===== config.mk =====
export PLATFORM = sky130hd
export DESIGN_NAME = spi_controller
export DESIGN_NICKNAME = d
export VERILOG_FILES = /design/src/rtl/spi_controller.sv
export SDC_FILE = /design/constraint.sdc
export NUM_CORES = 1
export LEC_CHECK = 0
export BUFFER_PORTS_ARGS = -buffer_cell sky130_fd_sc_hd__buf_2
export CAP_MARGIN = 25
export CORE_ASPECT_RATIO = 2
export CORE_MARGIN = 2
export CORE_UTILIZATION = 50
export CTS_CLUSTER_DIAMETER = 40
export CTS_CLUSTER_SIZE = 28
export DETAILED_ROUTE_END_ITERATION = 12
export GPL_ROUTABILITY_DRIVEN = 1
export PLACE_DENSITY = 0.81
export SYNTH_ARGS = -nofsm -noshare
export SYNTH_HDL_FRONTEND = slang
export SYNTH_SLANG_ARGS = --single-unit

===== constraint.sdc =====
create_clock -name clk -period 4.4 [get_ports clk]
set_clock_uncertainty 0.2 [all_clocks]
set_input_delay 0.66 -clock clk [delete_from_list [all_inputs] [get_ports clk]]
set_output_delay 0.66 -clock clk [all_outputs]
set_load 0.02 [all_outputs]

===== src/rtl/spi_controller.sv =====
// SPI mode-0 write controller: one 16-bit frame {1, addr, data}, MSB first, per accepted start.
// Latency: busy for 35*HALF_PERIOD cycles per frame; start is ignored while busy, with no queuing.
module spi_controller #(
  parameter int HALF_PERIOD = 4
) (
  input  logic       clk,
  input  logic       rst,
  input  logic       start,
  input  logic [6:0] addr,
  input  logic [7:0] data,
  output logic       cs,
  output logic       sclk,
  output logic       copi,
  output logic       busy,
  output logic       done
);

  localparam int CW = $clog2(HALF_PERIOD + 1);
  localparam logic [CW-1:0] CNT_LAST = CW'(HALF_PERIOD - 1);

  localparam logic [2:0] IDLE  = 3'd0;
  localparam logic [2:0] SETUP = 3'd1;
  localparam logic [2:0] SHIFT = 3'd2;
  localparam logic [2:0] HOLD  = 3'd3;
  localparam logic [2:0] GAP   = 3'd4;

  logic [2:0]    state;
  logic [CW-1:0] cnt;
  logic [4:0]    bit_cnt;
  logic [15:0]   shreg;
  logic          cnt_end;

  assign cnt_end = (cnt == CNT_LAST);

  always_ff @(posedge clk or negedge rst) begin
    if (!rst) begin
      state   <= IDLE;
      cnt     <= '0;
      bit_cnt <= '0;
      shreg   <= '0;
      cs      <= 1'b1;
      sclk    <= 1'b0;
      copi    <= 1'b0;
      busy    <= 1'b0;
      done    <= 1'b0;
    end else begin
      done <= 1'b0;
      case (state)
        IDLE: begin
          if (start) begin
            shreg   <= {1'b1, addr, data};
            copi    <= 1'b1;
            cs      <= 1'b0;
            busy    <= 1'b1;
            cnt     <= '0;
            bit_cnt <= '0;
            state   <= SETUP;
          end
        end
        SETUP: begin
          if (cnt_end) begin
            cnt   <= '0;
            sclk  <= 1'b1;
            state <= SHIFT;
          end else begin
            cnt <= cnt + 1'b1;
          end
        end
        SHIFT: begin
          // The low phase of the 16th pulse runs its full length before HOLD starts.
          if (cnt_end) begin
            cnt <= '0;
            if (sclk) begin
              sclk    <= 1'b0;
              shreg   <= {shreg[14:0], 1'b0};
              copi    <= shreg[14];
              bit_cnt <= bit_cnt + 1'b1;
            end else if (bit_cnt == 5'd16) begin
              state <= HOLD;
            end else begin
              sclk <= 1'b1;
            end
          end else begin
            cnt <= cnt + 1'b1;
          end
        end
        HOLD: begin
          if (cnt_end) begin
            cnt   <= '0;
            cs    <= 1'b1;
            copi  <= 1'b0;
            state <= GAP;
          end else begin
            cnt <= cnt + 1'b1;
          end
        end
        GAP: begin
          if (cnt_end) begin
            cnt     <= '0;
            bit_cnt <= '0;
            shreg   <= '0;
            busy    <= 1'b0;
            done    <= 1'b1;
            state   <= IDLE;
          end else begin
            cnt <= cnt + 1'b1;
          end
        end
        default: state <= IDLE;
      endcase
    end
  end

endmodule

==> run summary, run 1 <==
outcome = complete, no violations
post-synthesis async set-or-reset flop share = 100%
final standard cell count with taps included and fillers excluded = 230
post-synthesis sequential element count = 31
io pins = 23
path type of the worst min-delay path = input port to async pin
minimum period implied by the final worst setup slack = 2940 ps
Worst VDD drop = 0.438 mV
worst slew slack as a fraction of its limit = 33.0%
clock tree from TritonCTS = built
RD Place Congestion = 0.787
highest attainable clock frequency = 0.340 GHz
antenna cell count = 0
Req. time, crit path = 4380 ps
routed vias/inst = 6.17
maximum net fanout on the critical path = 33
H-tree depth = 2
post-route setup TNS = 0 ps
routed via count = 1419
clock sink count = 31
Mapped Avg Cell Area = 9.76 um^2
most instantiated library cell after synthesis = dfrtp_1
global router's overall resource usage = 22.5%
count of nets left with antenna violations after detail routing = 0
area leader, netlist = dfrtp_1
layout overhead on the synthesized area = 9.79%
clock buffers created by TritonCTS = 5
class of the most critical setup path = register to register
stages on the worst setup path = 4
die span in y = 88.3 um
number of instances resized during post-cts repair = 0
starting density of the core = 52.6%
DP Cell Count = 223
cells after synthesis = 182
pin slew with the least headroom to its limit = 1000 ps
Detailed Route WL = 3810 um
final hold violation count = 0
clock tree root buffer cell = clkbuf_8
worst path bufs/invs = 0
cell class contributing the biggest share of worst-path delay = simple AND/OR/NAND/NOR gates
proportion of layout cells with a drive suffix above 1 = 25.8%
Clk Latency, worst-skew pair = 290 ps
part of the cycle the worst path needs = 66.8%
Final Slew Violations = 0
fraction of the yosys area taken by sequential cells = 43.7%
Crit-path slowest cell = dfrtp_1
largest net degree at the start of global routing = 34
maximum number of buffers from clock root to sink = 2
number of global-route vias before repair = 1381
Setup-failing EPs final = 0
leakage power of the design = 0.000868 uW
top post-synthesis cells by count = dfrtp_1 (30), o21ai_0 (26), nand2_1 (20)
placed wire-length estimate after detailed placement = 2670 um
power density cells = 738 mW/mm^2
number of library cell types mapped by synthesis = 40
share of the core filled with cells in the final layout = 57.7%
setup repair after global routing missed its margin = no
antenna violations before repair = 0
clock-pin transition on the worst setup and hold timing paths = 60 ps
number of flops mapped to enable cells by yosys = 0
MaxCap Viol Count = 0
IO Port Bufs = 22
residual DRC count = 0
Post-synth top flop = dfrtp_1
die span in x = 46.2 um
site row count = 30
area of the core region = 0.00338 mm^2
post-CTS setup repair buffer count = 0
top post-synthesis cells by area = dfrtp_1 (42%), o21ai_0 (7.3%), mux2_2 (6.3%), a22oi_1 (5.9%), mux2_4 (4.2%)
CP peak stage delay = 960 ps
total number of yosys warnings = 0
number of nets in the synthesized netlist = 203
global route total overflow = 0
first-pass GRT wire length = 6500 um
CP arrival = 2920 ps
critical path cell sequence = xnor2_1 -> nor2_1 -> or2_1 -> mux2_2
wire length per cell = 16.6 um
number of cells on the worst reg-to-reg path = 4
number of design-rule violations left by the first detailed-router iteration = 44
area of the mapped netlist = 0.00178 mm^2
drt first pass iters = 4
Final Net Count = 219
Worst setup EP type = register
Worst setup SP type = register
DIE AREA = 0.00408 mm^2
fraction of synthesized cell area taken by the top area cell type = 42.3%
Post-CTS Hold Buffers = 0
stage by stage:
step / setup slack (ps) / total power, uW / hold WS [ps] / area, um^2
5_1_grt: 1230 / 1560 / 269 / 1950
4_1_cts: 1480 / 1450 / 232 / 1950
2_1_floorplan: 2220 / 1090 / 164 / 1780
3_3_place_gp: 1550 / 1200 / 274 / 1860
6_report: 1460 / 1440 / 208 / 1950
3_5_place_dp: 1490 / 1220 / 294 / 1860
layout make-up:
cell class | count | area, um^2
Fill cell | 312 | 1430
Multi-Input combinational cell | 131 | 906
Sequential cell | 31 | 777
Timing Repair Buffer | 23 | 118
Clock buffer | 6 | 82.6
Tap cell | 32 | 40.0
Inverter | 6 | 22.5
Clock inverter | 1 | 5.00
kinds of logic (layout without fill, tap and decap cells):
| family | Yosys count | after routing | share of synthesized area [%] |
|---|---|---|---|
| adders and majority gates | 3 | 3 | 2.11 |
| and+or+nand+nor | 46 | 46 | 12.9 |
| muxes | 16 | 16 | 11.1 |
| buffers and inverters | 20 | 36 | 5.28 |
| xor gates and xnor gates | 2 | 2 | 0.986 |
| DFF | 31 | 31 | 43.7 |
| AOI/OAI and AO/OA | 64 | 64 | 23.9 |
path summary, 6_finish.rpt:
check                      startpoint        end  slack [ps]
setup reg to reg             state[2]  shreg[13]        1460
setup / recovery             state[2]  shreg[13]        1460
hold reg to reg                    cs         cs         310
min in group clk                   cs         cs         310
max in group asynchronous         rst  shreg[13]        3350
hold / removal                    rst   state[0]         210
per-layer routing:
metal / track usage [%] / routed length [um] / share of wire [%] / vias to the layer above
li1: - / - / - / 695
met1: 26.8 / 1540 / 40 / 690
met2: 35.9 / 2050 / 54 / 25
met3: 6.12 / 128 / 3.4 / 9
met4: 11.4 / 97 / 2.5 / 0
met5: 0 / 0 / 0 / -
registers in the layout (all words and copies together), names as in the netlist:
signal   count
busy         1
shreg       15
state        3
done         1
copi         1
sclk         1
cs           1
bit_cnt      5
cnt          3
where the power goes:
part	internal (uW)	leakage, uW	switching (uW)
Combinational	316	0.000445	346
Clock	122	0.0000470	105
Sequential	412	0.000375	137
Total	850	0.000868	589
cells in the final DEF (no fill, tap or decap), types with 3 or more instances in the layout:
master    instances
a21oi_1           6
a22oi_1          14
buf_2            22
clkbuf_8          6
dfrtp_1          30
ha_1              3
inv_1             5
mux2_2           10
mux2_4            5
nand2_1          20
nand2b_1          3
nor2_1            6
nor2b_1           4
o21ai_0          26
o31ai_1           5
Note: power is estimated with default switching activity, not from simulation.
==> inputs of run 2 (changes only) <==
PLACE_DENSITY = 0.83   (was 0.81)
clock period = 2.6 ns   (was 4.4 ns; I/O delays follow)
==> run summary, run 2 (synthesis gave the netlist of run 1 again) <==
drt first pass iters = 4
count of nets left with antenna violations after detail routing = 0
power density cells = 1260 mW/mm^2
clock tree from TritonCTS = built
met3 track demand over resource = 5.10%
proportion of layout cells with a drive suffix above 1 = 27.8%
worst hold path endpoint = shreg[0]
clock sink count = 31
most utilized layer in the global route result = met2
die span in x = 46.2 um
die span in y = 88.3 um
part of the cycle the worst path needs = 88.0%
area of the core region = 0.00338 mm^2
final hold slack = 162 ps
final standard cell count with taps included and fillers excluded = 237
largest net degree at the start of global routing = 32
number of instances resized during post-cts repair = 0
MaxCap Viol Count = 0
global-route track usage on met1 = 24.1%
residual DRC count = 0
maximum net fanout on the critical path = 19
io pins = 23
layout overhead on the synthesized area = 13.4%
wire length per cell = 16.6 um
first-pass GRT wire length = 6470 um
class of the most critical setup path = register to register
DP Cell Count = 228
most common cell after layout, fill and taps aside = dfrtp_1
RD Place Congestion = 0.802
IO Port Bufs = 22
commonest non-fill, non-tap cells in the layout = dfrtp_1 (30), o21ai_0 (26), buf_2 (22)
antenna violations before repair = 0
final hold violation count = 0
Req. time, crit path = 2570 ps
Worst setup SP type = register
placed wire-length estimate after detailed placement = 2750 um
site row count = 30
number of cells on the worst reg-to-reg path = 6
clock-pin transition on the worst setup and hold timing paths = 70 ps
CP arrival = 2260 ps
Worst setup EP type = register
clock tree root buffer cell = clkbuf_8
register bank with the most flops = shreg
maximum number of buffers from clock root to sink = 2
starting density of the core = 52.6%
worst-case register-to-register setup slack = 310 ps
Setup-failing EPs final = 0
pin slew with the least headroom to its limit = 932 ps
leakage power of the design = 0.000900 uW
DIE AREA = 0.00408 mm^2
post-route setup TNS = 0 ps
global route total overflow = 0
Worst VDD drop = 0.859 mV
share of the core filled with cells in the final layout = 59.6%
Detailed Route WL = 3930 um
setup slack of the critical path after layout = 312 ps
H-tree depth = 2
Clk Latency, worst-skew pair = 290 ps
startpoint of the worst register-to-register path = cnt[0]
minimum period implied by the final worst setup slack = 2290 ps
setup repair after global routing missed its margin = no
number of design-rule violations left by the first detailed-router iteration = 47
routing usage on met2 = 37.6%
highest attainable clock frequency = 0.437 GHz
number of cells on the worst hold path = 3
outcome = complete, no violations
path type of the worst min-delay path = input port to register
global router's overall resource usage = 21.7%
number of global-route vias before repair = 1440
biggest regs = shreg (15), bit_cnt (5)
antenna cell count = 0
clock buffers created by TritonCTS = 5
Worst Min Path Start = data[0]
routed via count = 1453
worst slew slack as a fraction of its limit = 37.8%
max reg flops = 15
Final Net Count = 225
worst slack at placement = 334 ps
routed vias/inst = 6.13
Final Slew Violations = 0
Reg2Reg Capture Point = shreg[13]
-- run 2: cell types whose count changed in the layout (fill, tap and decap cells not counted) --
cell           delta
clkbuf_8          +1
clkinvlp_4        +1
dlygate4sd3_1     +1
buf_4             +5
clkinv_2          -1
-- run 2: report_power, final --
| group | switching (uW) | internal (uW) | leakage [uW] |
|---|---|---|---|
| clock | 185 | 241 | 0.0000505 |
| sequential | 206 | 698 | 0.000375 |
| combinational | 630 | 577 | 0.000474 |
-- run 2: worst max-delay path by stage --
stage	from	endpoint	depth (start not counted)
finish	cnt[0]	shreg[13]	6
CTS	cnt[0]	shreg[3]	6
global route	state[1]	shreg[2]	4
detailed placement	cnt[0]	shreg[3]	6
floorplan	cnt[0]	shreg[14]	8
global placement	cnt[0]	shreg[2]	6
-- run 2: critical path: stages, from the launching register on --
cell,delay [ps]
dfrtp_1,420
ha_1,270
nor2b_1,170
nor2_1,300
or2_1,160
buf_4,280
mux2_2,370
-- run 2: what timing repair did --
action	CTS	global route
endpoints found under the setup margin	0	0
buffers inserted	0	0
hold buffers	1	0
endpoints found under the hold margin	30	0
-- run 2: through the flow --
step | instance area, um^2 | total power, uW
3_3_place_gp | 1900 | 2070
4_1_cts | 2010 | 2550
6_report | 2010 | 2540
5_1_grt | 2010 | 2730
2_1_floorplan | 1780 | 1840
3_5_place_dp | 1900 | 2110
-- run 2: area by class of cell --
cell class	instances	area (um^2)
fill	300	1360
multi-input combinational	131	906
sequential	31	777
timing repair buffer	29	165
clock buffer	7	96.3
tap	32	40.0
inverter	6	22.5
clock inverter	1	7.51
-- run 2: layer usage --
| layer | share of wire, % | wire [um] |
|---|---|---|
| met5 | 0 | 0 |
| met4 | 1.9 | 74 |
| met3 | 3.0 | 116 |
| met2 | 56 | 2190 |
| met1 | 39 | 1550 |
==> inputs of run 3 (changes only) <==
PLACE_DENSITY = 0.76   (was 0.83)
==> run summary, run 3 (synthesis gave the netlist of run 1 again) <==
number of instances resized during post-cts repair = 0
part of the cycle the worst path needs = 88.6%
CP arrival = 2270 ps
critical path capture point = shreg[11]
commonest non-fill, non-tap cells in the layout = dfrtp_1 (30), o21ai_0 (26), buf_2 (22)
Req. time, crit path = 2570 ps
worst path bufs/invs = 1
setup repair after global routing missed its margin = no
placed wire-length estimate after detailed placement = 2800 um
maximum number of buffers from clock root to sink = 2
Design Power = 2620 uW
biggest regs = shreg (15), bit_cnt (5)
stages on the worst setup path = 6
MaxCap Viol Count = 0
clock buffers created by TritonCTS = 5
startpoint of the worst register-to-register path = cnt[0]
clock tree root buffer cell = clkbuf_8
RD Place Congestion = 0.828
Clk Latency, worst-skew pair = 280 ps
global router's overall resource usage = 21.9%
Detailed Route WL = 3890 um
routed via count = 1496
CP peak stage delay = 420 ps
final hold violation count = 0
class of the most critical setup path = register to register
number of global-route vias before repair = 1568
power density cells = 1280 mW/mm^2
worst slew slack as a fraction of its limit = 37.5%
post-CTS setup repair buffer count = 0
DIE AREA = 0.00408 mm^2
Setup-failing EPs final = 0
antenna cell count = 0
CP Launch Point = cnt[0]
Worst setup SP type = register
Final Net Count = 225
most common cell after layout, fill and taps aside = dfrtp_1
clock sink count = 31
number of cells on the worst reg-to-reg path = 6
Final Slew Violations = 0
area of the core region = 0.00338 mm^2
drt first pass iters = 4
pin slew with the least headroom to its limit = 936 ps
leakage power of the design = 0.000916 uW
wire length per cell = 16.4 um
Worst setup EP type = register
post-route setup TNS = 0 ps
residual DRC count = 0
max reg flops = 15
die span in y = 88.3 um
path type of the worst min-delay path = input port to register
critical path cell sequence = ha_1 -> nor2b_1 -> nor2_1 -> or2_1 -> buf_12 -> mux2_2
H-tree depth = 2
Post-CTS Hold Buffers = 1
layout overhead on the synthesized area = 14.9%
number of cells on the worst hold path = 3
global route total overflow = 0
starting density of the core = 52.6%
site row count = 30
io pins = 23
count of nets left with antenna violations after detail routing = 0
Worst VDD drop = 0.836 mV
setup slack of the critical path after layout = 297 ps
final hold slack = 154 ps
first-pass GRT wire length = 6580 um
minimum period implied by the final worst setup slack = 2300 ps
die span in x = 46.2 um
clock-pin transition on the worst setup and hold timing paths = 70 ps
routed vias/inst = 6.31
proportion of layout cells with a drive suffix above 1 = 27.8%
Reg2Reg Capture Point = shreg[11]
worst slack at placement = 298 ps
register bank with the most flops = shreg
maximum net fanout on the critical path = 14
cell class contributing the biggest share of worst-path delay = simple AND/OR/NAND/NOR gates
worst-case register-to-register setup slack = 300 ps
highest attainable clock frequency = 0.434 GHz
IO Port Bufs = 22
share of the core filled with cells in the final layout = 60.4%
number of design-rule violations left by the first detailed-router iteration = 59
largest net degree at the start of global routing = 32
antenna violations before repair = 0
outcome = complete, no violations
clock tree from TritonCTS = built
Crit-path slowest cell = dfrtp_1
[run 3: worst min path at each step]
stage	start	end	slack, ps
final	data[0]	shreg[0]	150
after global routing	data[0]	shreg[0]	160
after CTS	data[0]	shreg[0]	150
after detailed placement	rst	bit_cnt[2]	270
after global placement	rst	bit_cnt[1]	270
after floorplan	rst	bit_cnt[0]	-110
[run 3: final cells by class]
class | count | area [um^2]
fillers | 289 | 1340
clock buffers | 6 | 82.6
repair buffers | 29 | 178
multi-input cells | 131 | 906
flip-flops and latches | 31 | 777
clock inverters | 2 | 35.0
well taps | 32 | 40.0
inverters | 6 | 22.5
[run 3: stage by stage]
step	std cells	instance area, um^2
6_report	237	2040
5_1_grt	237	2040
4_1_cts	237	2040
3_5_place_dp	228	1910
3_3_place_gp	228	1910
2_1_floorplan	182	1780
[run 3: worst register-to-register path: cells and delay by family (launching register included)]
family | cells | cell delay, ps
buffers and inverters | 1 | 200
adder cells (fa/ha/maj) | 1 | 260
multiplexers | 1 | 350
AND/OR/NAND/NOR | 3 | 770
flip-flops | 1 | 420
[run 3: power by group]
part / internal [uW] / switching (uW) / leakage [uW] / total [uW]
Clock: 310 / 177 / 0.0000612 / 487
Sequential: 698 / 202 / 0.000375 / 900
Combinational: 598 / 637 / 0.000480 / 1240
[run 3: routing by layer]
metal	vias to the layer above	global-route usage, %	wire (um)
li1	711	-	-
met1	741	24.6	1540
met2	31	36.7	2110
met3	13	4.49	121
met4	0	12.2	120
met5	-	0	0
